File: config.mk
export PLATFORM = sky130hd
export DESIGN_NAME = seq_detector_jk
export DESIGN_NICKNAME = d
export VERILOG_FILES = /design/src/rtl/seq_detector_jk.sv
export SDC_FILE = /design/constraint.sdc
export NUM_CORES = 1
export LEC_CHECK = 0
export ABC_CLOCK_PERIOD_IN_PS = 2000
export CAP_MARGIN = 20
export CELL_PAD_IN_SITES_DETAIL_PLACEMENT = 2
export CELL_PAD_IN_SITES_GLOBAL_PLACEMENT = 2
export CORE_MARGIN = 4
export CORE_UTILIZATION = 27
export DETAILED_ROUTE_END_ITERATION = 10
export GPL_TIMING_DRIVEN = 0
export MAX_ROUTING_LAYER = met4
export PLACE_DENSITY = 0.83
export SYNTH_ARGS = -nofsm -noshare
export SYNTH_HDL_FRONTEND = slang
export SYNTH_SLANG_ARGS = --single-unit
File: constraint.sdc
create_clock -name CLK -period 2 [get_ports CLK]
set_input_delay 0.4 -clock CLK [delete_from_list [all_inputs] [get_ports CLK]]
set_output_delay 0.4 -clock CLK [all_outputs]
set_load 0.02 [all_outputs]
File: src/rtl/seq_detector_jk.sv
// Serial pattern detector whose state register is described in JK excitation form.
// Next-state values come from a prefix-match table that is folded at elaboration time.
module seq_detector_jk #(
   parameter int              PLEN    = 4,
   parameter logic [PLEN-1:0] PATTERN = 4'b1011,
   parameter bit              OVERLAP = 1'b1,
   parameter int              CNT_W   = 8,
   parameter int              SW      = $clog2(PLEN + 1)
) (
   input  logic             CLK,
   input  logic             Reset,
   input  logic             En,
   input  logic             X,
   input  logic             Clr,
   output logic             Z,
   output logic [SW-1:0]    State,
   output logic [SW-1:0]    J,
   output logic [SW-1:0]    K,
   output logic [CNT_W-1:0] Count
);

   localparam int              NS      = PLEN + 1;
   localparam int              TBL_W   = 2 * NS * SW;
   localparam logic [SW-1:0]   FULL    = SW'(PLEN);
   localparam logic [CNT_W-1:0] CNT_MAX = {CNT_W{1'b1}};

   // Entry (2*k + x) holds the longest pattern prefix that is a suffix of
   // (first k pattern bits, x); the full-match row restarts from S0 when
   // overlapping matches are not allowed.
   function automatic logic [TBL_W-1:0] build_delta();
      logic [TBL_W-1:0] tbl;
      logic [8:0]       seq;
      int               k0;
      int               best;
      bit               hit;
      tbl = '0;
      for (int k = 0; k <= PLEN; k++) begin
         for (int b = 0; b < 2; b++) begin
            if ((k == PLEN) && (OVERLAP == 1'b0)) begin
               k0 = 0;
            end else begin
               k0 = k;
            end
            seq = 9'b0;
            for (int j = 0; j < k0; j++) begin
               seq[j] = PATTERN[PLEN-1-j];
            end
            seq[k0] = (b != 0) ? 1'b1 : 1'b0;
            best = 0;
            for (int l = 1; l <= k0 + 1; l++) begin
               if (l <= PLEN) begin
                  hit = 1'b1;
                  for (int m = 0; m < l; m++) begin
                     if (seq[k0+1-l+m] != PATTERN[PLEN-1-m]) begin
                        hit = 1'b0;
                     end else begin
                        hit = hit;
                     end
                  end
                  if (hit) begin
                     best = l;
                  end else begin
                     best = best;
                  end
               end else begin
                  best = best;
               end
            end
            tbl[(2*k+b)*SW +: SW] = best[SW-1:0];
         end
      end
      return tbl;
   endfunction

   localparam logic [TBL_W-1:0] DELTA_TBL = build_delta();

   logic [SW-1:0]    state_r;
   logic             z_r;
   logic [CNT_W-1:0] count_r;
   logic [SW-1:0]    next_s;
   logic [SW-1:0]    j_s;
   logic [SW-1:0]    k_s;
   logic             hit_s;

   // Next-state lookup; unreachable encodings above S{PLEN} recover to S0.
   always_comb begin
      next_s = '0;
      if (state_r <= FULL) begin
         next_s = DELTA_TBL[(2*int'(state_r) + int'(X))*SW +: SW];
      end else begin
         next_s = '0;
      end
      hit_s = (next_s == FULL);
   end

   // JK excitation with don't-cares resolved to 0; idle or reset gives J=K=0.
   always_comb begin
      j_s = '0;
      k_s = '0;
      if (Reset && En) begin
         j_s = ~state_r & next_s;
         k_s = state_r & ~next_s;
      end else begin
         j_s = '0;
         k_s = '0;
      end
   end

   // State register and registered match flag, advancing only on enabled samples.
   always_ff @(posedge CLK or negedge Reset) begin
      if (!Reset) begin
         state_r <= '0;
         z_r     <= 1'b0;
      end else if (En) begin
         state_r <= next_s;
         z_r     <= hit_s;
      end
   end

   // Saturating match counter; a clear takes priority over an increment.
   always_ff @(posedge CLK or negedge Reset) begin
      if (!Reset) begin
         count_r <= '0;
      end else if (Clr) begin
         count_r <= '0;
      end else if (En && hit_s && (count_r != CNT_MAX)) begin
         count_r <= count_r + CNT_W'(1);
      end
   end

   assign State = state_r;
   assign Z     = z_r;
   assign Count = count_r;
   assign J     = j_s;
   assign K     = k_s;

endmodule
==> metrics <==
CTS tree yes; Peak VDD IR 0.000345 V; pins over their slew limit 0; Die Footprint 0.00382 mm2; relative slew slack 60.9%; vias in the first global route 851; CP Max Fanout 4; Avg Synthesized Cell Area 9.42 um2; total global-route track usage 15.4%; status complete, but fails checks; ANT cells 0; sequential cell area 302 um2; Fin. Hold Viols 0; Initial Util 28.4%; via count 790; Antenna Nets Post-Route 0; die width 61.8 um; Final Util 43.9%; Worst-path clk slew 80 ps; final WL 2600 um; drt drc 0; # fillers 312; Ports 23; sequential area share after synthesis 38.4%; core footprint 0.00276 mm2; DP Wirelength 1720 um; Yosys warnings 0; RD Place Congestion 0.756; final count of negative-setup-slack endpoints 2; MaxCap Viol Count 0; Root Driver clkbuf_4; Yosys cell types 30; first-pass GRT wire length 4150 um; violated checks negative setup slack; CTS max path bufs 2; CP Class reg2out; DIE HEIGHT 61.8 um; unrepaired setup endpoints after global routing yes; Yosys reg bits 12; Vias per Instance 5.30; P per Cell Area 699 mW/mm2; initial antenna violation count 0; CTS Sinks 12; Syn Inst Count 83; syn nets 93; clk_skew 2.16 ps; setup ws final -80.3 ps; H-tree depth 1; CP Data Arrival Time 1680 ps; crit start category register; Num CTS Buffers 3; PortBufs 20; fmax 481 MHz; post-DR wirelength/cell 17.4 um; Initial DRC Count 24; multi-input logic area 508 um2; Setup TNS Final -88.8 ps; nets 129; worst skew pair latency 280 ps; Final period util 104%; final worst path period need 2080 ps; Crit. End Element output pin; leakage power 0.508 nW; placed cells 134; GR Overflow Total 0; Worst EP required 1600 ps; largest net degree at the start of global routing 13; drt first pass iters 3; Hold WC Path Type in2reg; num rows 19; non-filler cells, final 149; Worst Tran Pin Value 585 ps; Post-Synthesis Cell Area 782 um2; P&R area growth vs syn 54.9%; fraction of layout cells with a size suffix above 1 36.4%
layout make-up:
type | count | area share (%)
plain buffers | 3 | 1.86
clock buffers | 4 | 3.00
inverters | 6 | 2.07
multi-input cells | 61 | 41.9
flip-flops and latches | 12 | 24.9
well taps | 31 | 3.20
repair buffers | 32 | 23.0
through the flow:
stage               hold WS (ps)  power [mW]  worst slack, ps  area [um2]
floorplan                    104       0.431            -61.2         802
global placement             514       0.509             -940        1040
detailed placement           524       0.521            -1040        1040
CTS                          350       0.813            -88.5        1170
global route                 373       0.903             -167        1210
finish                       368       0.846            -80.3        1210
power breakdown:
group	switching, mW	internal (mW)	leakage, nW
Clock	0.0892	0.111	0.0210
Sequential	0.0198	0.258	0.161
Combinational	0.180	0.188	0.325
registers in the layout, summed over array words and instances, names as in the netlist:
| name | cells |
|---|---|
| Count | 8 |
| Z | 1 |
| State | 3 |
what timing repair did:
action | CTS | global route
setup buffers | 8 | 3
hold endpoints to repair | 12 | 0
gates cloned | 0 | 0
endpoints found under the setup margin | 10 | 8
hold buffers | 1 | 0
pin swaps | 4 | 5
gates resized for setup | 44 | 6
path summary, 6_finish.rpt:
| kind | startpoint | endpoint | slack [ps] | depth (start not counted) |
|---|---|---|---|---|
| max | State[0]$_DFFE_PN0P_ | J[1] | -80 | 7 |
| min | En | State[1]$_DFFE_PN0P_ | 370 | 2 |
| max reg2reg | State[0]$_DFFE_PN0P_ | State[1]$_DFFE_PN0P_ | 100 | 11 |
| min reg2reg | Z$_DFFE_PN0P_ | Z$_DFFE_PN0P_ | 530 | 2 |
| max in group asynchronous | Reset | State[0]$_DFFE_PN0P_ | 910 | 2 |
| min in group asynchronous | Reset | Count[1]$_DFFE_PN0P_ | 670 | 2 |
cells in the final DEF (no fill, tap or decap), types with 2 or more instances in the layout:
cell	Yosys	layout
clkbuf_4	0	3
nor2b_1	2	2
or3_1	3	3
ha_4	0	3
nand2_1	5	4
dfrtp_1	12	11
ha_1	5	2
buf_4	1	16
nor3b_2	0	2
a21oi_1	5	4
nor2_1	6	5
buf_6	1	2
inv_1	6	4
o21ai_0	6	6
a211oi_2	0	2
clkdlybuf4s50_1	0	12
nand3_1	3	3
nand4_1	4	4
and4_1	2	2
mux2i_1	3	2
kinds of logic after synthesis:
family | Yosys count | synth area share (%)
multiplexers | 4 | 5.28
flip-flops | 12 | 38.4
AND/OR/NAND/NOR | 33 | 25.1
XOR/XNOR | 1 | 1.12
adder cells (fa/ha/maj) | 5 | 8.00
AO/OA/AOI/OAI | 18 | 15.7
buffers and inverters | 10 | 6.40
layer usage:
layer	vias up	track usage (%)	routed length [um]	share of wire [%]
li1	369	-	-	-
met1	402	17.0	1030	40
met2	19	27.7	1430	55
met3	0	2.48	140	5.4
met4	0	5.45	0	0
met5	-	-	0	0
synth_stat cells (all sizes together):
cell type,number,area (um2)
a211oi,3,22.5
a21oi,5,25.0
and3,1,6.26
and3b,1,8.76
and4,2,17.5
buf,4,27.5
dfrtp,12,300
ha,5,62.6
inv,6,22.5
mux2,1,11.3
mux2i,3,30.0
nand2,5,18.8
nand3,3,15.0
nand3b,1,7.51
nand4,4,25.0
nor2,6,22.5
nor2b,2,12.5
nor3,2,10.0
nor3b,3,33.8
o211ai,2,28.8
o21a,1,7.51
o21ai,6,30.0
o41ai,1,8.76
or3,3,18.8
xor2,1,8.76
worst max-delay path: stages, from the launching register on:
cell,delay (ps)
dfrtp_2,450
inv_4,90
ha_4,200
mux2i_2,160
nor2_2,80
a21oi_2,190
nor3_2,70
buf_4,150
No activity file was read; power rests on OpenSTA's default activity.
